<file path="config.mk">
export PLATFORM = sky130hd
export DESIGN_NAME = envelope_gen
export DESIGN_NICKNAME = d
export VERILOG_FILES = /design/src/rtl/envelope_gen.sv
export SDC_FILE = /design/constraint.sdc
export NUM_CORES = 1
export LEC_CHECK = 0
export BUFFER_PORTS_ARGS = -buffer_cell sky130_fd_sc_hd__buf_2
export CORE_AREA = 2 2 146 148
export CTS_BUF_LIST = sky130_fd_sc_hd__clkbuf_16
export DETAILED_ROUTE_END_ITERATION = 8
export DIE_AREA = 0 0 148 150
export HOLD_SLACK_MARGIN = 0.05
export PLACE_DENSITY = 0.8
export SYNTH_ARGS = -nofsm -noshare
export SYNTH_HDL_FRONTEND = slang
export SYNTH_SLANG_ARGS = --single-unit
</file>
<file path="constraint.sdc">
create_clock -name clk -period 6.28 [get_ports clk]
set_input_delay 0.628 -clock clk [delete_from_list [all_inputs] [get_ports clk]]
set_output_delay 0.628 -clock clk [all_outputs]
set_load 0.01 [all_outputs]
</file>
<file path="src/rtl/envelope_gen.sv">
// -----------------------------------------------------------------------------
// envelope_gen
//
// ADSR amplitude envelope stage on the codec clock. Each signed 16-bit sample
// is scaled by an unsigned 16-bit envelope level. A key gate drives the level
// through attack, decay, sustain and release phases. The level moves once per
// envelope tick (every TICK_DIV clocks).
//
// Parameters
//   TICK_DIV      clocks per envelope update tick (256 @ 12.288 MHz = 48 kHz)
//
// Ports
//   clk           codec clock, rising edge
//   reset         asynchronous, active-low reset
//   gate          key held (asynchronous to clk, synchronized internally)
//   attack_rate   attack step control   (step = rate << 4)
//   decay_rate    decay step control    (step = rate << 4)
//   sustain       sustain level control (level = {sustain, sustain})
//   release_rate  release step control  (step = rate << 4)
//   sample_in     signed input sample
//   sample_out    signed enveloped sample, one clock of latency
//   level         current envelope level, unsigned
//   state         current phase: IDLE=0 ATTACK=1 DECAY=2 SUSTAIN=3 RELEASE=4
//   active        high whenever state != IDLE
// -----------------------------------------------------------------------------
module envelope_gen #(
    parameter int unsigned TICK_DIV = 256
) (
    input  logic        clk,
    input  logic        reset,
    input  logic        gate,
    input  logic [7:0]  attack_rate,
    input  logic [7:0]  decay_rate,
    input  logic [7:0]  sustain,
    input  logic [7:0]  release_rate,
    input  logic [15:0] sample_in,
    output logic [15:0] sample_out,
    output logic [15:0] level,
    output logic [2:0]  state,
    output logic        active
);

    typedef enum logic [2:0] {
        IDLE    = 3'd0,
        ATTACK  = 3'd1,
        DECAY   = 3'd2,
        SUSTAIN = 3'd3,
        RELEASE = 3'd4
    } env_state_t;

    localparam int CNT_W = (TICK_DIV > 1) ? $clog2(TICK_DIV) : 1;
    localparam logic [CNT_W-1:0] CNT_MAX = CNT_W'(TICK_DIV - 1);

    env_state_t       state_q;
    env_state_t       state_d;
    logic [15:0]      level_d;
    logic             gate_meta;
    logic             gate_s;
    logic [CNT_W-1:0] tick_cnt;
    logic             tick;
    logic [7:0]       rate;
    logic [15:0]      step;
    logic [15:0]      sus;
    logic [16:0]      attack_sum;
    logic [15:0]      level_minus_step;
    logic             step_underflow;
    logic signed [31:0] product;

    // -------------------------------------------------------------------------
    // Gate synchronizer and tick counter
    // -------------------------------------------------------------------------
    // NOTE: sequential state uses non-blocking (<=) so every flop samples the
    // pre-edge value of the others; blocking here would collapse the two
    // synchronizer stages into one.
    always_ff @(posedge clk or negedge reset) begin
        if (!reset) begin
            gate_meta <= 1'b0;
            gate_s    <= 1'b0;
        end else begin
            gate_meta <= gate;
            gate_s    <= gate_meta;
        end
    end

    assign tick = (tick_cnt == CNT_MAX);

    // Explicit wrap so non-power-of-two TICK_DIV values divide correctly.
    always_ff @(posedge clk or negedge reset) begin
        if (!reset) begin
            tick_cnt <= '0;
        end else if (tick) begin
            tick_cnt <= '0;
        end else begin
            tick_cnt <= tick_cnt + CNT_W'(1);
        end
    end

    // -------------------------------------------------------------------------
    // Step arithmetic shared by the phases
    // -------------------------------------------------------------------------
    always_comb begin
        // NOTE: every variable written here gets a default first, so no path
        // through the case leaves it unassigned and no latch is inferred.
        rate = 8'd0;
        case (state_q)
            ATTACK:  rate = attack_rate;
            DECAY:   rate = decay_rate;
            RELEASE: rate = release_rate;
            default: rate = 8'd0;
        endcase
    end

    assign step             = {4'b0, rate, 4'b0};
    assign sus              = {sustain, sustain};
    assign attack_sum       = {1'b0, level} + {1'b0, step};
    assign level_minus_step = level - step;
    // A wrapped subtraction is treated as "below sustain / below zero".
    assign step_underflow   = (level < step);

    // -------------------------------------------------------------------------
    // Envelope FSM: next state and next level
    // -------------------------------------------------------------------------
    // Gate-driven transitions are checked before the tick so that a gate edge
    // landing on a tick cycle changes phase without stepping the level.
    always_comb begin
        state_d = state_q;
        level_d = level;
        case (state_q)
            IDLE: begin
                level_d = 16'd0;
                if (gate_s) state_d = ATTACK;
            end
            ATTACK: begin
                if (!gate_s) begin
                    state_d = RELEASE;
                end else if (tick) begin
                    if (rate == 8'd0 || attack_sum >= 17'h0_FFFF) begin
                        level_d = 16'hFFFF;
                        state_d = DECAY;
                    end else begin
                        level_d = attack_sum[15:0];
                    end
                end
            end
            DECAY: begin
                if (!gate_s) begin
                    state_d = RELEASE;
                end else if (tick) begin
                    if (rate == 8'd0 || step_underflow || level_minus_step <= sus) begin
                        level_d = sus;
                        state_d = SUSTAIN;
                    end else begin
                        level_d = level_minus_step;
                    end
                end
            end
            SUSTAIN: begin
                // Track live sustain changes, but freeze the level on the
                // cycle the gate drops so release starts from where we were.
                if (!gate_s) begin
                    state_d = RELEASE;
                end else begin
                    level_d = sus;
                end
            end
            RELEASE: begin
                if (gate_s) begin
                    state_d = ATTACK;
                end else if (tick) begin
                    if (rate == 8'd0 || level <= step) begin
                        level_d = 16'd0;
                        state_d = IDLE;
                    end else begin
                        level_d = level_minus_step;
                    end
                end
            end
            default: begin
                state_d = IDLE;
                level_d = 16'd0;
            end
        endcase
    end

    always_ff @(posedge clk or negedge reset) begin
        if (!reset) begin
            state_q <= IDLE;
            level   <= 16'd0;
            active  <= 1'b0;
        end else begin
            state_q <= state_d;
            level   <= level_d;
            active  <= (state_d != IDLE);
        end
    end

    assign state = state_q;

    // -------------------------------------------------------------------------
    // Sample scaling
    // -------------------------------------------------------------------------
    // Level is zero-extended so it is always a non-negative multiplier; the
    // full product fits in 32 signed bits. The arithmetic shift gives a floor.
    assign product = $signed({{16{sample_in[15]}}, sample_in}) * $signed({16'b0, level});

    always_ff @(posedge clk or negedge reset) begin
        if (!reset) begin
            sample_out <= 16'd0;
        end else begin
            sample_out <= 16'(product >>> 16);
        end
    end

endmodule

</file>
==> impl_metrics.py, run 1 <==
metrics = {
    "run_status": {
        "status": "completed",
    },
    "synth": {
        "avgSynthCellArea_sq_um": 8.71,
        "synthCells": 1346,
        "synth_seq_cells": 46,
        "yosysSeqAreaShare": 0.0981,
        "syn_nets": 1739,
        "synth_top_cell_by_area": "fa_1",
        "syn_area_sq_um": 11700,
        "netlist.area_leader.share": 0.333,
        "synth_common_cells": "inv_1, fa_1, nand2_1, ha_1, and2_1",
        "yosys.cell_count.top_type": "inv_1",
        "synthArstFlopShare": 1.00,
        "ys_warn_count": 0,
        "synthFlopType": "dfrtp_1",
        "synthTopCellsByArea": "fa_1, ha_1, dfrtp_1, inv_1, nand2_1",
        "synth_cell_types": 63,
        "synth_edf_count": 0,
    },
    "detailed_routing": {
        "vias": 9704,
        "wl_mm": 29.3,
        "first_iter_violations": 724,
        "viasPerCell": 5.62,
        "avgRoutedWirePerCell_microns": 17.0,
        "ant_nets": 0,
        "drc": 0,
        "first_pass_iters": 6,
    },
    "die": {
        "fp.dieH_microns": 150,
        "die_w_microns": 148,
        "core-area_sq_um": 20700,
        "start_util": 0.567,
        "placementRows": 53,
        "fp.dieArea_sq_um": 22200,
        "io-pin-count": 87,
    },
    "cts": {
        "cts_hold_buf": 0,
        "clk_pin_slew_ps": 70,
        "clock_latency_ps": 310,
        "cts_tree": "done",
        "root_buffer": "clkbuf_16",
        "clock_path_buffers": 2,
        "htree_levels": 2,
        "cts_setup_buffers": 0,
        "post_cts_resized": 3,
        "clock-sinks": 46,
        "numCtsBuffers": 5,
    },
    "power": {
        "power.density_nw_per_um2": 319,
        "p_leak_nw": 6.66,
        "ir_drop_v": 0.000262,
    },
    "critical_path": {
        "rr_worst_depth": 20,
        "reg2reg_from": "level[6]",
        "required_ps": 6510,
        "reg2reg_slack_ps": 320,
        "path_max_fanout": 11,
        "end_kind": "register",
        "critPathLaunchType": "register",
        "r2r-end": "sample_out[9]",
        "crit_arrival_ps": 6190,
        "worstSetupPathType": "register to register",
    },
    "sta": {
        "fin_skew_ps": 11.1,
        "slew_violations": 0,
        "period_share": 0.950,
        "fin_crit_ps": 5960,
        "fmax_mhz": 168,
        "rsz0062_at_grt": "false",
        "worst_pin_slew_ps": 1090,
        "hold_viol": 0,
        "timing.max_slew.rel_slack": 0.272,
        "setup_viol_count_final": 0,
    },
    "finish": {
        "fillers": 1754,
        "num_antenna_cells": 0,
        "area_delta_synth_final_pct": 10.7,
        "layout-drive-gt1-share": 0.125,
        "final_util": 0.628,
        "nets": 1845,
        "finish.instance_area_sq_um": 13000,
    },
    "placement": {
        "dp_hpwl_mm": 24.8,
        "postPlaceCellArea_sq_um": 12800,
        "io_buffers": 86,
        "place_congestion": 0.985,
    },
    "global_route": {
        "grt_max_degree": 47,
        "antenna_found_initial": 0,
        "gr-usage-met3": 0.0256,
        "grt_pass1_wl_mm": 48.8,
        "overflow": 0,
        "first_global_vias": 10093,
        "busiest_layer": "met2",
        "grtUsageTotal": 0.276,
        "grt.met2_usage": 0.479,
        "use_met1": 0.365,
    },
    "hold_path": {
        "whs_path_depth": 0,
        "hold_start": "gate_meta",
        "hp-class": "register to register",
        "hold_path_end": "gate_s",
    },
    "job": {
        "maxCapViolations": 0,
    },
}
-- where the power goes --
| part | internal [W] | switching (W) |
|---|---|---|
| combinational | 0.00148 | 0.00191 |
| clock | 0.000148 | 0.000129 |
| sequential | 0.000388 | 0.0000850 |
| total | 0.00201 | 0.00213 |
-- placed cells by master (no fill, tap or decap), types with 28 or more instances in the layout --
cell,instances
a21oi_1,55
buf_2,85
and2_1,100
nor2_1,37
fa_1,195
dfrtp_1,37
ha_1,147
inv_1,264
nand2_1,185
xnor2_1,28
buf_4,71
-- layout make-up --
| type | instances | area (sq um) | share of cell area |
|---|---|---|---|
| multi-input combinational | 978 | 9380 | 0.722 |
| sequential | 46 | 1160 | 0.0895 |
| inverter | 264 | 991 | 0.0763 |
| timing repair buffer | 157 | 966 | 0.0744 |
| tap | 275 | 344 | 0.0265 |
| clock buffer | 5 | 125 | 0.00964 |
| clock inverter | 3 | 21.3 | 0.00164 |
-- flip-flops by register name, indices dropped and copies added, names as in the netlist --
| register | count |
|---|---|
| level | 16 |
| gate_meta | 1 |
| sample_out | 16 |
| gate_s | 1 |
| state | 3 |
| tick_cnt | 8 |
| active | 1 |
-- worst max-delay path by stage --
stage	to	slack (ps)	from	cells after the start
2_1_floorplan	sample_out[13]	190	level[14]	22
3_3_place_gp	sample_out[13]	-140	sample_in[4]	22
3_5_place_dp	sample_out[13]	-420	sample_in[4]	22
4_1_cts	sample_out[13]	10	level[5]	21
5_1_grt	sample_out[13]	0.03	level[9]	22
6_report	sample_out[9]	320	level[6]	20
-- per-layer routing --
metal  routed length, microns  share of wire  vias to the layer above
met4                     1070          0.036                        0
met5                        0              0                        -
met1                    11800           0.40                     4813
li1                         -              -                     4453
met2                    14700           0.50                      354
met3                     1810          0.062                       84
-- metrics by stage --
stage	power, W	hold WS (ps)	setup TNS, ps	setup WS (ps)	cells
floorplan	0.00282	331	0	185	1346
global placement	0.00372	351	-673	-143	1720
detailed placement	0.00383	358	-2450	-415	1720
CTS	0.00415	374	0	13.4	1728
global route	0.00465	382	0	0.0258	1728
finish	0.00414	369	0	316	1728
-- cells by family after synthesis --
group / after synthesis / share of synthesized area
muxes: 1 / 0.000853
and+or+nand+nor: 423 / 0.180
buffers and inverters: 322 / 0.105
AOI/OAI and AO/OA: 174 / 0.0985
xor gates and xnor gates: 38 / 0.0284
DFF: 46 / 0.0981
adders and majority gates: 342 / 0.490
-- critical path, stage by stage (launching register included) --
cell and delay, ps:
dfrtp_2 560, nand2_1 130, fa_1 560, inv_1 60, fa_1 560, fa_1 430, fa_1 490, inv_1 50
fa_1 530, inv_1 60, fa_1 480, ha_1 330, a211o_1 300, a21oi_1 130, o21ai_0 120, o21ai_2 270
a31oi_4 180, and2_1 220, o21a_1 190, nor2_1 120, xnor2_1 140
Note: power is estimated with default switching activity, not from simulation.
==> run 2: changes to the inputs <==
--- a/config.mk
+++ b/config.mk
@@ -12,6 +12,8 @@
 export DIE_AREA = 0 0 148 150
 export HOLD_SLACK_MARGIN = 0.05
 export PLACE_DENSITY = 0.8
+export REMOVE_ABC_BUFFERS = 1
+export SKIP_CTS_REPAIR_TIMING = 1
 export SYNTH_ARGS = -nofsm -noshare
 export SYNTH_HDL_FRONTEND = slang
 export SYNTH_SLANG_ARGS = --single-unit
==> run 2 against run 1 <==
  * Non-clock buffer count down 14
  * Sequential power shrank 1%
  * Register-to-register slack worse by 30 ps
  * Maximum frequency down 0.55%
  * Critical path depth did not move
  * Sequential cell count stayed put
  * Via count grew 0.39%
  * Sequential share of layout area increased by 0.084 points
  * Critical path type unchanged
  * Critical endpoint is now sample_out[15]
==> impl_metrics.py, run 2 (synthesis gave the netlist of run 1 again) <==
metrics = {
    "run_status": {
        "status": "completed",
    },
    "sta": {
        "fin_skew_ps": 6.03,
        "timing.max_slew.rel_slack": 0.261,
        "hold_viol": 0,
        "worst_pin_slew_ps": 1110,
        "slew_violations": 0,
        "fmax_mhz": 167,
        "setup_viol_count_final": 0,
        "rsz0062_at_grt": "false",
        "period_share": 0.955,
        "fin_crit_ps": 6000,
    },
    "critical_path": {
        "path_max_fanout": 8,
        "critPathLaunchType": "register",
        "required_ps": 6520,
        "path_common_cell": "fa_1",
        "reg2reg_from": "level[7]",
        "rr_worst_depth": 20,
        "end_kind": "register",
        "reg2reg_slack_ps": 280,
        "crit_start": "level[7]",
        "slowest_stage": "fa_1",
        "critPathMaxStageDelay_ps": 560,
        "crit_arrival_ps": 6240,
        "path_cells": "nand2_1 > fa_1 > inv_1 > fa_1 > fa_1 > fa_1 > inv_1 > fa_1 > inv_1 > fa_1 > ha_1 > a211o_1 > a21oi_1 > o21ai_0 > o21ai_1 > a31oi_2 > a31oi_1 > a21oi_1 > a21oi_1 > xnor2_1",
        "worstSetupPathType": "register to register",
        "crit_end": "sample_out[15]",
        "r2r-end": "sample_out[15]",
    },
    "detailed_routing": {
        "viasPerCell": 5.68,
        "vias": 9742,
        "first_iter_violations": 635,
        "first_pass_iters": 5,
        "met3_length_mm": 1.80,
        "ant_nets": 0,
        "top_layer": "met4",
        "wl_met2_mm": 14.3,
        "wl_met1_mm": 11.6,
        "wl_mm": 28.8,
        "avgRoutedWirePerCell_microns": 16.8,
        "drc": 0,
    },
    "die": {
        "io-pin-count": 87,
        "die_w_microns": 148,
        "start_util": 0.567,
        "fp.dieArea_sq_um": 22200,
        "placementRows": 53,
        "core-area_sq_um": 20700,
        "fp.dieH_microns": 150,
    },
    "finish": {
        "finish.instance_area_sq_um": 12900,
        "top_regs": "level (16), sample_out (16), tick_cnt (8)",
        "num_antenna_cells": 0,
        "final_common_cell": "inv_1",
        "final_util": 0.622,
        "layout-drive-gt1-share": 0.115,
        "area_delta_synth_final_pct": 9.66,
        "nets": 1831,
        "mostFrequentLayoutCells": "inv_1, fa_1, nand2_1",
    },
    "cts": {
        "root_buffer": "clkbuf_16",
        "numCtsBuffers": 5,
        "clock_latency_ps": 310,
        "clock-sinks": 46,
        "cts_tree": "done",
        "clk_pin_slew_ps": 80,
        "clock_path_buffers": 2,
        "htree_levels": 2,
    },
    "global_route": {
        "grt_pass1_wl_mm": 47.0,
        "overflow": 0,
        "antenna_found_initial": 1,
        "first_global_vias": 9819,
        "grtUsageTotal": 0.268,
        "grt_max_degree": 47,
    },
    "placement": {
        "dp_hpwl_mm": 24.1,
        "postPlaceCellArea_sq_um": 12700,
        "io_buffers": 86,
        "place_congestion": 0.946,
    },
    "power": {
        "ir_drop_v": 0.000273,
        "p_total_w": 0.00408,
        "p_leak_nw": 6.59,
        "power.density_nw_per_um2": 317,
    },
    "job": {
        "maxCapViolations": 0,
    },
    "hold_path": {
        "hp-class": "register to register",
        "whs_path_depth": 0,
    },
}
==> run 2: area by class of cell <==
class | count | area (sq um)
Clock buffer | 5 | 125
Fill cell | 1703 | 7830
Tap cell | 275 | 344
Sequential cell | 46 | 1160
Multi-Input combinational cell | 978 | 9360
Inverter | 264 | 991
Clock inverter | 3 | 25.0
Timing Repair Buffer | 143 | 858
==> run 2: per-layer routing <==
metal	GRT usage	vias to the layer above
li1	-	4430
met1	0.353	4865
met2	0.451	369
met3	0.0354	78
met4	0.108	0
met5	0	-
==> run 2: how the worst min path moves through the flow <==
stage               from  slack [ps]  endpoint
2_1_floorplan      reset         330    active
3_3_place_gp   gate_meta         340    gate_s
3_5_place_dp   gate_meta         340    gate_s
4_1_cts        gate_meta         360    gate_s
5_1_grt        gate_meta         370    gate_s
6_report       gate_meta         360    gate_s
==> run 2: critical path: cells and delay by family, from the launching register on <==
kind                     cells  cell delay [ps]
adder cells (fa/ha/maj)      7             3360
XOR/XNOR                     1              140
AND/OR/NAND/NOR              1              130
flip-flops                   1              550
AO/OA/AOI/OAI                8             1580
buffers and inverters        3              170
==> run 2: where the power goes <==
part / internal (W) / switching, W
clock: 0.000150 / 0.000141
combinational: 0.00143 / 0.00189
sequential: 0.000388 / 0.0000788
==> run 2: per-stage QoR <==
stage                     setup TNS, ps  hold WS, ps  std cells  setup WS [ps]
final                                 0          359       1714            283
after global routing                  0          374       1714           14.8
after CTS                             0          359       1714           40.4
after detailed placement           -597          342       1706           -139
after global placement             -190          341       1706          -57.2
after floorplan                       0          331       1288            520
==> run 3: changes to the inputs <==
--- a/config.mk
+++ b/config.mk
@@ -6,10 +6,10 @@
 export NUM_CORES = 1
 export LEC_CHECK = 0
 export BUFFER_PORTS_ARGS = -buffer_cell sky130_fd_sc_hd__buf_2
-export CORE_AREA = 2 2 146 148
+export CORE_AREA = 2 2 139 155
 export CTS_BUF_LIST = sky130_fd_sc_hd__clkbuf_16
 export DETAILED_ROUTE_END_ITERATION = 8
-export DIE_AREA = 0 0 148 150
+export DIE_AREA = 0 0 141 157
 export HOLD_SLACK_MARGIN = 0.05
 export PLACE_DENSITY = 0.8
 export REMOVE_ABC_BUFFERS = 1
==> run 3 against run 2 <==
  * Clock skew up 4.7 ps
  * Combinational power about the same
  * Worst setup slack improved by 76 ps
  * Total power hardly changed
  * Die area shrank 0.28%
==> impl_metrics.py, run 3 (synthesis gave the netlist of run 1 again) <==
metrics = {
    "cts": {
        "numCtsBuffers": 5,
        "cts_tree": "done",
        "root_buffer": "clkbuf_16",
        "htree_levels": 2,
        "clock_path_buffers": 2,
        "clock-sinks": 46,
        "clk_pin_slew_ps": 80,
        "clock_latency_ps": 310,
    },
    "global_route": {
        "antenna_found_initial": 1,
        "first_global_vias": 10184,
        "grt_pass1_wl_mm": 48.7,
        "grt_max_degree": 47,
        "grtUsageTotal": 0.277,
        "overflow": 0,
    },
    "detailed_routing": {
        "vias": 9652,
        "avgRoutedWirePerCell_microns": 17.2,
        "drc": 0,
        "ant_nets": 0,
        "wl_mm": 29.2,
        "first_pass_iters": 5,
        "first_iter_violations": 629,
        "viasPerCell": 5.69,
    },
    "critical_path": {
        "path_max_fanout": 10,
        "reg2reg_from": "level[8]",
        "reg2reg_slack_ps": 380,
        "critPathLaunchType": "input pin",
        "rr_worst_depth": 20,
        "crit_end": "sample_out[13]",
        "r2r-end": "sample_out[15]",
        "worstSetupPathType": "input pin to register",
        "end_kind": "register",
        "crit_arrival_ps": 6150,
        "crit_start": "sample_in[6]",
        "required_ps": 6510,
    },
    "finish": {
        "layout-drive-gt1-share": 0.116,
        "area_delta_synth_final_pct": 9.58,
        "fin_cells": 1697,
        "mostFrequentLayoutCells": "inv_1, fa_1, nand2_1",
        "top_regs": "level (16), sample_out (16), tick_cnt (8)",
        "nets": 1831,
        "final_common_cell": "inv_1",
        "final_util": 0.629,
    },
    "die": {
        "fp.dieArea_sq_um": 22100,
        "core-area_sq_um": 20400,
        "placementRows": 55,
        "start_util": 0.574,
        "fp.dieH_microns": 157,
        "io-pin-count": 87,
        "die_w_microns": 141,
    },
    "sta": {
        "slew_violations": 0,
        "fin_crit_ps": 5920,
        "setup_viol_count_final": 0,
        "worst_pin_slew_ps": 1080,
        "period_share": 0.943,
        "fmax_mhz": 169,
        "fin_skew_ps": 10.7,
        "timing.max_slew.rel_slack": 0.281,
        "rsz0062_at_grt": "false",
        "hold_viol": 0,
    },
    "placement": {
        "io_buffers": 86,
        "place_congestion": 0.924,
        "dp_cells": 1687,
        "dp_hpwl_mm": 24.2,
    },
    "run_status": {
        "status": "completed",
    },
    "power": {
        "power.density_nw_per_um2": 317,
        "p_leak_nw": 6.59,
        "sw_frac_of_total": 0.517,
        "switchingPower_w": 0.00211,
        "p_seq_frac": 0.113,
        "p_comb_frac": 0.816,
        "pwr-share-clk": 0.071,
        "p_int_w": 0.00197,
        "ir_drop_v": 0.000321,
    },
    "job": {
        "maxCapViolations": 0,
    },
    "hold_path": {
        "hp-class": "register to register",
    },
}
[run 3: cell type report]
type                       count  area, sq um
multi-input combinational    978         9370
sequential                    46         1160
clock inverter                 3         25.0
inverter                     264          991
antenna                        2         5.00
fill                        1706         7580
tap                          256          320
timing repair buffer         143          858
clock buffer                   5          125
[run 3: worst max-delay path, cell delays in order]
cell      delay (ps)
buf_2            230
nand2_1          120
fa_1             540
inv_1             50
fa_1             560
fa_1             440
fa_1             490
inv_1             50
fa_1             530
inv_1             60
fa_1             470
ha_1             340
a211o_1          310
a21oi_1          130
o21ai_0          120
o21ai_2          200
a31oi_2          190
nand2_1          120
a21boi_1          90
o31ai_1          300
xnor2_1          170
[run 3: worst min-delay path by stage]
stage / from / endpoint / slack, ps / depth (start not counted)
2_1_floorplan: reset / active / 330 / 0
3_3_place_gp: gate_meta / gate_s / 330 / 0
3_5_place_dp: gate_meta / gate_s / 340 / 0
4_1_cts: gate_meta / gate_s / 350 / 0
5_1_grt: gate_meta / gate_s / 370 / 0
6_report: gate_meta / gate_s / 350 / 0
[run 3: power by group through the flow]
| stage | clock network [W] | logic [W] | registers (W) |
|---|---|---|---|
| floorplan | 0 | 0.00226 | 0.000517 |
| global placement | 0 | 0.00321 | 0.000462 |
| detailed placement | 0 | 0.00330 | 0.000461 |
| CTS | 0.000296 | 0.00333 | 0.000457 |
| global route | 0.000306 | 0.00382 | 0.000469 |
| finish | 0.000289 | 0.00333 | 0.000460 |
[run 3: through the flow]
| stage | setup slack (ps) | cell area, sq um | setup TNS, ps | hold slack [ps] | power, W |
|---|---|---|---|---|---|
| after floorplan | 520 | 11500 | 0 | 331 | 0.00278 |
| after global placement | -71.8 | 12700 | -209 | 332 | 0.00367 |
| after detailed placement | -224 | 12700 | -1020 | 337 | 0.00376 |
| after CTS | 24.0 | 12800 | 0 | 355 | 0.00409 |
| after global routing | 43.3 | 12800 | 0 | 369 | 0.00459 |
| final | 359 | 12900 | 0 | 352 | 0.00408 |
[run 3: layer usage]
metal,up-vias,wire [microns],track usage,part of all wire
met5,-,0,0,0
met4,0,1150,0.106,0.039
met3,85,1710,0.0356,0.058
met2,367,14800,0.493,0.50
met1,4774,11600,0.346,0.40
li1,4426,-,-,-
